File: config.mk
export PLATFORM = sky130hd
export DESIGN_NAME = barcode_scan_ctrl
export DESIGN_NICKNAME = d
export VERILOG_FILES = /design/src/rtl/barcode_scan_ctrl.sv
export SDC_FILE = /design/constraint.sdc
export NUM_CORES = 1
export LEC_CHECK = 0
export CAP_MARGIN = 20
export CORE_MARGIN = 3
export CORE_UTILIZATION = 60
export CTS_BUF_LIST = sky130_fd_sc_hd__clkbuf_8
export DETAILED_ROUTE_END_ITERATION = 8
export MAX_ROUTING_LAYER = met4
export PLACE_DENSITY_LB_ADDON = 0.3
export SYNTH_ARGS = -nofsm -noshare
export SYNTH_HDL_FRONTEND = slang
export SYNTH_SLANG_ARGS = --single-unit
export TNS_END_PERCENT = 1
File: constraint.sdc
create_clock -name clk -period 8.6 [get_ports clk]
set_input_delay 2.58 -clock clk [delete_from_list [all_inputs] [get_ports clk]]
set_output_delay 2.58 -clock clk [all_outputs]
set_load 0.005 [all_outputs]
File: src/rtl/barcode_scan_ctrl.sv
// -----------------------------------------------------------------------------
// barcode_scan_ctrl
//
// Session controller for the PS/2 barcode path. A one-cycle start arms the
// PS/2 decoder (scan_en) and opens a session. The controller then consumes
// scan-code set 2 bytes:
//   - digit make codes are packed into 13 BCD digits (first digit ends up in
//     the top nibble) while a running EAN-13 weighted sum is kept mod 10,
//   - each break prefix (F0h) discards the byte that follows it,
//   - extended prefixes (E0h) are dropped, so E0h 5Ah acts as a plain Enter,
//   - Enter closes the session and the check digit is verified.
// The session ends with a single code_valid or code_err pulse. err_code
// classifies the failure and is held until the next start.
//
// Ports
//   clk           in   1   system clock
//   rst_n         in   1   synchronous reset, ACTIVE-HIGH (1 = reset)
//   start         in   1   one-cycle session request, ignored while busy
//   ps2_done      in   1   one-cycle strobe, ps2_out_data holds a new byte
//   ps2_out_data  in   8   received PS/2 byte
//   scan_en       out  1   enable to the PS/2 decoder (same as busy)
//   busy          out  1   session active
//   code_bcd      out  52  13 BCD digits, first received in [51:48]
//   code_valid    out  1   one-cycle pulse, code_bcd holds a checked code
//   code_err      out  1   one-cycle pulse, the session failed
//   err_code      out  3   0 none, 1 illegal key, 2 length, 3 checksum,
//                          4 timeout
// -----------------------------------------------------------------------------
module barcode_scan_ctrl #(
  parameter int unsigned TIMEOUT_CYCLES = 50_000_000,
  parameter int unsigned DIGITS         = 13
) (
  input  logic                  clk,
  input  logic                  rst_n,
  input  logic                  start,
  input  logic                  ps2_done,
  input  logic [7:0]            ps2_out_data,
  output logic                  scan_en,
  output logic                  busy,
  output logic [4*DIGITS-1:0]   code_bcd,
  output logic                  code_valid,
  output logic                  code_err,
  output logic [2:0]            err_code
);

  localparam int TW = (TIMEOUT_CYCLES > 1) ? $clog2(TIMEOUT_CYCLES) : 1;
  localparam int CW = $clog2(DIGITS + 1);
  localparam int BW = 4 * DIGITS;

  localparam logic [TW-1:0] TIMER_LAST  = TW'(TIMEOUT_CYCLES - 1);
  localparam logic [CW-1:0] COUNT_FULL  = CW'(DIGITS);
  localparam logic [CW-1:0] COUNT_CHECK = CW'(DIGITS - 1);

  localparam logic [7:0] KEY_ENTER = 8'h5A;
  localparam logic [7:0] KEY_BREAK = 8'hF0;
  localparam logic [7:0] KEY_EXT   = 8'hE0;

  typedef enum logic [1:0] {
    ST_IDLE    = 2'd0,
    ST_COLLECT = 2'd1,
    ST_BREAK   = 2'd2,
    ST_CHECK   = 2'd3
  } state_e;

  typedef enum logic [2:0] {
    ERR_NONE     = 3'd0,
    ERR_ILLEGAL  = 3'd1,
    ERR_LENGTH   = 3'd2,
    ERR_CHECKSUM = 3'd3,
    ERR_TIMEOUT  = 3'd4
  } err_e;

  // ---------------------------------------------------------------------------
  // State and datapath registers
  // ---------------------------------------------------------------------------
  state_e          r_state;
  logic [BW-1:0]   r_code_bcd;
  logic [CW-1:0]   r_count;
  logic [3:0]      r_acc;
  logic [TW-1:0]   r_timer;
  logic            r_code_valid;
  logic            r_code_err;
  err_e            r_err_code;

  // Next-state values
  state_e          w_state_nxt;
  logic [BW-1:0]   w_bcd_nxt;
  logic [CW-1:0]   w_count_nxt;
  logic [3:0]      w_acc_nxt;
  logic [TW-1:0]   w_timer_nxt;
  logic            w_valid_nxt;
  logic            w_err_nxt;
  err_e            w_err_code_nxt;

  // Error request raised by the state logic, applied in one place below
  logic            w_fail;
  err_e            w_fail_code;

  // ---------------------------------------------------------------------------
  // Scan-code set 2 digit decoder
  // ---------------------------------------------------------------------------
  logic            w_is_digit;
  logic [3:0]      w_digit;

  always_comb begin
    // NOTE: every signal assigned in a combinational block gets a default
    // first, so no path through the case leaves it unassigned (no latch).
    w_is_digit = 1'b1;
    w_digit    = 4'd0;
    unique case (ps2_out_data)
      8'h45:   w_digit = 4'd0;
      8'h16:   w_digit = 4'd1;
      8'h1E:   w_digit = 4'd2;
      8'h26:   w_digit = 4'd3;
      8'h25:   w_digit = 4'd4;
      8'h2E:   w_digit = 4'd5;
      8'h36:   w_digit = 4'd6;
      8'h3D:   w_digit = 4'd7;
      8'h3E:   w_digit = 4'd8;
      8'h46:   w_digit = 4'd9;
      default: w_is_digit = 1'b0;
    endcase
  end

  // ---------------------------------------------------------------------------
  // EAN-13 running sum. Positions 1,3,..,11 weigh 1 and positions 2,..,12
  // weigh 3; r_count is the 0-based index, so an odd count means weight 3.
  // The sum never exceeds 9 + 27 = 36, so three compares reduce it mod 10.
  // ---------------------------------------------------------------------------
  logic [5:0]      w_term;
  logic [5:0]      w_sum;
  logic [5:0]      w_sum_mod;
  logic [3:0]      w_check_digit;

  always_comb begin
    w_term = r_count[0] ? ({2'b00, w_digit} + {1'b0, w_digit, 1'b0})
                        : {2'b00, w_digit};
    w_sum  = {2'b00, r_acc} + w_term;
    if (w_sum >= 6'd30)      w_sum_mod = w_sum - 6'd30;
    else if (w_sum >= 6'd20) w_sum_mod = w_sum - 6'd20;
    else if (w_sum >= 6'd10) w_sum_mod = w_sum - 6'd10;
    else                     w_sum_mod = w_sum;
  end

  // Check digit implied by the first twelve digits: (10 - acc) mod 10
  assign w_check_digit = (r_acc == 4'd0) ? 4'd0 : (4'd10 - r_acc);

  // ---------------------------------------------------------------------------
  // Next-state logic
  // ---------------------------------------------------------------------------
  always_comb begin
    w_state_nxt    = r_state;
    w_bcd_nxt      = r_code_bcd;
    w_count_nxt    = r_count;
    w_acc_nxt      = r_acc;
    w_timer_nxt    = r_timer;
    w_valid_nxt    = 1'b0;
    w_err_nxt      = 1'b0;
    w_err_code_nxt = r_err_code;
    w_fail         = 1'b0;
    w_fail_code    = ERR_NONE;

    unique case (r_state)
      ST_IDLE: begin
        // A byte arriving together with start belongs to no session
        if (start) begin
          w_state_nxt    = ST_COLLECT;
          w_bcd_nxt      = '0;
          w_count_nxt    = '0;
          w_acc_nxt      = 4'd0;
          w_timer_nxt    = '0;
          w_err_code_nxt = ERR_NONE;
        end
      end

      ST_COLLECT: begin
        if (ps2_done) begin
          w_timer_nxt = '0;
          if (w_is_digit) begin
            if (r_count == COUNT_FULL) begin
              w_fail      = 1'b1;
              w_fail_code = ERR_LENGTH;
            end else begin
              w_bcd_nxt   = {r_code_bcd[BW-5:0], w_digit};
              w_count_nxt = r_count + 1'b1;
              // The check digit itself is stored but not summed
              if (r_count != COUNT_CHECK) begin
                w_acc_nxt = w_sum_mod[3:0];
              end
            end
          end else if (ps2_out_data == KEY_BREAK) begin
            w_state_nxt = ST_BREAK;
          end else if (ps2_out_data == KEY_EXT) begin
            w_state_nxt = ST_COLLECT;
          end else if (ps2_out_data == KEY_ENTER) begin
            if (r_count == COUNT_FULL) begin
              w_state_nxt = ST_CHECK;
            end else begin
              w_fail      = 1'b1;
              w_fail_code = ERR_LENGTH;
            end
          end else begin
            w_fail      = 1'b1;
            w_fail_code = ERR_ILLEGAL;
          end
        end else if (r_timer == TIMER_LAST) begin
          w_fail      = 1'b1;
          w_fail_code = ERR_TIMEOUT;
        end else begin
          w_timer_nxt = r_timer + 1'b1;
        end
      end

      ST_BREAK: begin
        // The released key's code is discarded whatever it is
        if (ps2_done) begin
          w_timer_nxt = '0;
          w_state_nxt = ST_COLLECT;
        end else if (r_timer == TIMER_LAST) begin
          w_fail      = 1'b1;
          w_fail_code = ERR_TIMEOUT;
        end else begin
          w_timer_nxt = r_timer + 1'b1;
        end
      end

      ST_CHECK: begin
        w_state_nxt = ST_IDLE;
        if (w_check_digit == r_code_bcd[3:0]) begin
          w_valid_nxt = 1'b1;
        end else begin
          w_fail      = 1'b1;
          w_fail_code = ERR_CHECKSUM;
        end
      end

      default: begin
        w_state_nxt = ST_IDLE;
      end
    endcase

    // Any failure closes the session; code_bcd keeps its partial contents
    if (w_fail) begin
      w_state_nxt    = ST_IDLE;
      w_err_nxt      = 1'b1;
      w_err_code_nxt = w_fail_code;
    end
  end

  // ---------------------------------------------------------------------------
  // State register
  // ---------------------------------------------------------------------------
  always_ff @(posedge clk) begin
    // NOTE: sequential state uses non-blocking assignments so every register
    // samples the values from before this edge, independent of statement order.
    if (rst_n) begin
      r_state      <= ST_IDLE;
      r_code_bcd   <= '0;
      r_count      <= '0;
      r_acc        <= 4'd0;
      r_timer      <= '0;
      r_code_valid <= 1'b0;
      r_code_err   <= 1'b0;
      r_err_code   <= ERR_NONE;
    end else begin
      r_state      <= w_state_nxt;
      r_code_bcd   <= w_bcd_nxt;
      r_count      <= w_count_nxt;
      r_acc        <= w_acc_nxt;
      r_timer      <= w_timer_nxt;
      r_code_valid <= w_valid_nxt;
      r_code_err   <= w_err_nxt;
      r_err_code   <= w_err_code_nxt;
    end
  end

  // ---------------------------------------------------------------------------
  // Outputs (all driven straight from registers)
  // ---------------------------------------------------------------------------
  assign busy       = (r_state != ST_IDLE);
  assign scan_en    = busy;
  assign code_bcd   = r_code_bcd;
  assign code_valid = r_code_valid;
  assign code_err   = r_code_err;
  assign err_code   = r_err_code;

endmodule

Yosys cells after proc, flatten, opt, wreduce, memory -nomap -nowiden
Index checks and enable logic that the tools add are counted.
Widths: inputs -> output; s select.

word-level totals
  input port bits = 12
  register bits after elaboration = 93
  memories kept = 0
  word-level logic and storage cells = 128
  ROM bits = 0
  bits in writable memories = 0
  latch bits = 0

cells by class
  add/subtract/negate cells = 8
  div/mod/pow operators = 0
  shift-type cells = 0
  equality and inequality tests = 30
  $lt $le $gt $ge = 3
  bitwise operators = 1
  mux-type cells = 62
  reduce and logical (&&, ||, !) cells = 16
  multiply operators = 0

operators with widths
  cell                   number
  $mux 52                4
  $pmux 52 s2            1
  $mux 26                3
  $pmux 26 s2            1
  $eq 8x6->1 const B     6
  $mux 4                 12
  $pmux 4 s9             1
  $mux 3                 10
  $add 26x1->26 const B  1
  $eq 26x26->1 const B   1
  $eq 8x7->1 const B     3
  $mux 2                 11
  $eq 8x5->1 const B     2
  $eq 8x8->1 const B     2
  $pmux 4 s2             2
  $ne 2x2->1 const B     7
  $mux 1                 13
  $ge 6x5->1 const B     2
  $ne 4x4->1 const B     3
  $reduce_and 6->1       2
  $reduce_bool 2->1      5
  $reduce_or 10->1       1
  $pmux 3 s3             1
  $pmux 2 s4             1
  21 further kinds       25

Longest topological paths before layout
  depth in word-level cells = 14
  gate-level depth with buffers = 18
  mapped depth without buffers = 17

Worst setup path before layout
Ideal clock, no wire load.

  path type = in2reg
  from = input port ps2_out_data[4]
  to = register r_acc[3]
  setup slack = 2,115 ps
  library setup time = 84 ps
  data required time = 8,516 ps
  data arrival time = 6,400 ps
  stages = 17
  cells stage by stage = buf_6 > nand2_1 > or4_1 > a211oi_1 > ha_1 > inv_1 > fa_1 > o21ai_0 > ha_1 > xor2_1 > inv_1 > ha_1 > or3b_2 > a21oi_1 > or2b_1 > o311a_1 > o31ai_2

between the ends
  cells in the longest elaborated chain, start to end = 14
  elaborated cells on any way between the ends = 32
  those cells by class = add/sub: 5; order compare: 3; eq/ne: 11; mux: 11; reduce/logical: 2

RTL lines
  item                                              RTL line  source
  from (decl)                                       37        input logic [7:0] ps2_out_data,
  $eq 8x7->1 (tied with other cells)                110       unique case (ps2_out_data)
  $pmux 4 s9                                        110
  $add 4x5->6                                       136       w_term = r_count[0] ? ({2'b00, w_digit} + {1'b0, w_digit, 1'b0})
  $mux 6                                            136
  $add 4x6->6                                       138       w_sum = {2'b00, r_acc} + w_term;
  $ge 6x4->1 / $sub 4x4->4 (equally long branches)  141       else if (w_sum >= 6'd10) w_sum_mod = w_sum - 6'd10;
  $mux 4                                            141
  $mux 4                                            140       else if (w_sum >= 6'd20) w_sum_mod = w_sum - 6'd20;
  $mux 4                                            139       if (w_sum >= 6'd30) w_sum_mod = w_sum - 6'd30;
  $mux 4                                            187       if (r_count != COUNT_CHECK) begin
  $mux 4                                            180       if (r_count == COUNT_FULL) begin
  $mux 4                                            179       if (w_is_digit) begin
  $mux 4                                            177       if (ps2_done) begin
  $pmux 4 s2                                        163       unique case (r_state)
  to (signal assigned)                              269       r_acc <= w_acc_nxt;
  to (decl)                                         79        logic [3:0] r_acc;

Several ways; a longest one is shown, not always the timed one. The select of a mux whose other input is x is not followed.
A chain may end at the register's enable or synchronous reset.

Worst setup path after layout
Same ends and word-level chain as after synthesis.

==> impl_metrics.tcl <==
set metrics [dict create \
    run_status "finished clean" \
    max_cap_viol_count 0 \
    finalWirelength_microns 11100 \
    route.detailed.drc 0 \
    seqPwrFrac 0.474 \
    hold_start "r_timer[14]$_SDFFE_PP0P_" \
    fp-row-count 31 \
    final_nets 647 \
    worstSetupPathType "input pin to flip-flop" \
    die-area_sq_um 9020 \
    synth_edf_count 0 \
    grt_overflow_total 0 \
    placed_cells 694 \
    max-vdd-ir-drop_mv 0.122 \
    synth_seq_cells 93 \
    switching_power_w 0.000296 \
    skew_ns 0.0124 \
    clk_transition_reported_paths_ns 0.10 \
    crit_arrival_ns 7.64 \
    grt_total_usage 0.259 \
    clock.fmax_mhz 136 \
    synth_flop_cell "dfxtp_1" \
    worst-path-max-fanout 10 \
    h-tree-depth 3 \
    setup_ws_ns 1.25 \
    clock_insertion_delay_worst_skew_ns 0.36 \
    combPwrFrac 0.217 \
    antenna_cells 0 \
    numPortBuffers 70 \
    post_synth_num_cell_types 62 \
    mappedNetlistNets 590 \
    detail_route.vias_per_cell 5.90 \
    die_height_microns 95.0 \
    netlist_top_cells_area "dfxtp_1, a22oi_1, nor2_1" \
    die-width_microns 95.0 \
    power.internal_w 0.000647 \
    cts_root_buf "clkbuf_8" \
    worstHoldPathType "flip-flop to flip-flop" \
    synthToLayoutAreaGrowth_pct 19.6 \
    report.final.hold_viol_count 0 \
    grt_pass1_wl_microns 18400 \
    min_period_ns 7.35 \
    core_area_sq_um 7450 \
    hold-path-endpoint "r_timer[14]$_SDFFE_PP0P_" \
    number_of_antenna_violations_at_the_first_check_in_global_routing 0 \
    syn_area_sq_um 4750 \
    layout_cells_sized_above_1 0.0655 \
    detailedRoute.firstPassIterationCount 6 \
    critical_path.endpoint_type "flip-flop" \
    p_per_area_nw_per_um2 166 \
    post_cts_resize_count 0 \
    route.vias.total 4187 \
    maxSlewViolCount 0 \
    postSynthCellCount 550 \
    initial_util 0.638 \
    p_sw_frac 0.314 \
    multi_input_area_sq_um 2680 \
    wl_per_cell_microns 15.6 \
    p_leak_nw 2.14 \
    yosys.area.top_type_share 0.392 \
    drt_iter0_markers 260 \
    r2r.worst_path.cells 11 \
    ys.warnings.count 0 \
    finalSetupViolCount 0 \
    rr_endpoint "r_acc[3]$_SDFFE_PP0P_" \
    layout.area.seq_sq_um 1860 \
    post_cts.repair.setup_buffers 0 \
    drtAntennaViolNets 0 \
    worst_case_hold_slack_ns 0.472 \
    tritoncts.num_buffers 9 \
    ys_seq_area_frac 0.392 \
    design.portCount 71 \
    synth-async-reset-ratio 0 \
    fillers 532 \
    preCtsSetupSlack_ns 0.956 \
    clk_path_buf_depth 2 \
    r2r_start "r_count[0]$_SDFFE_PP0P_" \
    post_synth.cell_area_avg_sq_um 8.64 \
    clock_power_share 0.310 \
    startpoint_type "input pin" \
    post_cts_hold_buffer_count 0 \
    detail_placement_hpwl_microns 7690 \
    synth.largest_area_cell "dfxtp_1" \
    rsz0062_at_grt "false" \
    min_path_cells 2 \
    maxSlewHeadroom 0.269 \
    gp_congestion 0.934 \
    fin_cells 710 \
    grt_start_max_net_pins 75 \
    setup_tns_ns 0 \
    tightest_slew_ns 1.10 \
    share_of_the_clock_period_used_by_the_worst_path 0.855 \
    first_global_vias 4111 \
    tritoncts "done" \
    clock_sinks 93 \
    critical_path_required_ns 8.88 \
    reg2reg_setup_slack_ns 5.16 \
]
## worst max-delay path, cell delays in order
cell             delay [ns]
clkdlybuf4s50_1        0.71
nand2_1                0.12
or4_1                  0.41
a211oi_1               0.53
ha_1                   0.28
inv_1                  0.07
fa_1                   0.43
o21ai_0                0.20
ha_1                   0.31
xor2_1                 0.24
inv_1                  0.21
ha_1                   0.18
or3b_2                 0.43
a21oi_1                0.33
or2b_1                 0.28
o311a_1                0.13
o31ai_2                0.20
## cells by family after synthesis
group                    after synthesis  share of synthesized area
AO/OA/AOI/OAI                        122                      0.178
XOR/XNOR                              33                     0.0624
adder cells (fa/ha/maj)               28                     0.0769
buffers and inverters                 52                     0.0490
flip-flops                            93                      0.392
multiplexers                          10                     0.0219
AND/OR/NAND/NOR                      212                      0.220
## worst max path at each step
stage | from | endpoint | slack (ns) | cells after the start
2_1_floorplan | ps2_out_data[4] | r_acc[3]$_SDFFE_PP0P_ | 2.12 | 17
4_1_cts | ps2_out_data[4] | r_acc[3]$_SDFFE_PP0P_ | 1.32 | 17
6_report | ps2_out_data[4] | r_acc[3]$_SDFFE_PP0P_ | 1.25 | 17
3_5_place_dp | ps2_out_data[4] | r_acc[3]$_SDFFE_PP0P_ | 0.96 | 17
5_1_grt | ps2_out_data[4] | r_acc[3]$_SDFFE_PP0P_ | 0.91 | 17
3_3_place_gp | ps2_out_data[4] | r_acc[3]$_SDFFE_PP0P_ | 1.23 | 17
## per-layer routing
layer / vias to the layer above / routed length [microns] / part of all wire / GRT usage
met5: - / 0 / 0 / -
met2: 137 / 5280 / 0.48 / 0.409
met3: 18 / 808 / 0.073 / 0.0932
met4: 0 / 182 / 0.016 / 0.0661
met1: 1980 / 4800 / 0.43 / 0.315
li1: 2052 / - / - / -
## power by group through the flow
stage | registers [W] | logic (W) | clock network, W
after floorplan | 0.000455 | 0.000144 | 0
after global placement | 0.000455 | 0.000185 | 0
after detailed placement | 0.000456 | 0.000190 | 0
after CTS | 0.000446 | 0.000192 | 0.000297
after global routing | 0.000448 | 0.000224 | 0.000319
final | 0.000446 | 0.000204 | 0.000292
## state kept, by name, summed over array words and instances (netlist names)
signal      flops
r_timer        26
code_valid      1
code_err        1
r_count         4
code_bcd       52
err_code        3
r_acc           4
r_state         2
## cell usage in the layout, fill, tap and decap left out, types with 3 or more instances in the layout
master            n
nor2b_1           3
a31oi_1           3
nand2b_1          6
nand4_1           8
nor4_1            3
mux2_2            3
ha_1             26
inv_1            24
nor2_1           95
clkbuf_8          9
a21o_1            3
and3_1           10
xor2_1           21
and2_1            4
nand3b_1          3
dfxtp_1          93
nor3_1            9
xnor2_1          11
nand2_1          25
and4_1            3
inv_6             3
nand3_1          19
a22oi_1          53
and3b_1           3
mux2i_1           7
a21oi_1          21
nand4b_1          4
o21ai_0          21
clkdlybuf4s50_1  69
## area by class of cell
type | count | share of cell area
Timing Repair Buffer | 73 | 0.129
Multi-Input combinational cell | 405 | 0.471
Sequential cell | 93 | 0.328
Tap cell | 99 | 0.0218
Inverter | 25 | 0.0165
Clock buffer | 9 | 0.0218
Clock inverter | 6 | 0.0126
## cell usage after synthesis, drive strengths merged (3+ instances only)
cell type / number
and3: 12
a31oi: 3
xor2: 21
nor2: 96
a22oi: 53
buf: 8
nand2b: 6
xnor2: 12
nand4: 8
and4: 3
nand2: 25
nor4: 3
nand3: 19
and3b: 3
nor2b: 3
a21o: 4
clkbuf: 19
dfxtp: 93
nand3b: 3
mux2: 3
o21ai: 21
or2b: 3
inv: 24
ha: 26
nand4b: 4
mux2i: 7
nor3: 9
a211oi: 3
a21oi: 21
and2: 4
## per-stage QoR
| step | utilization | total power, W | area, sq um |
|---|---|---|---|
| floorplan | - | 0.000599 | 4750 |
| global placement | 0.734 | 0.000640 | 5470 |
| detailed placement | 0.734 | 0.000646 | 5470 |
| CTS | 0.760 | 0.000935 | 5660 |
| global route | 0.763 | 0.000991 | 5680 |
| finish | 0.763 | 0.000942 | 5680 |
No activity file was read; power rests on OpenSTA's default activity.
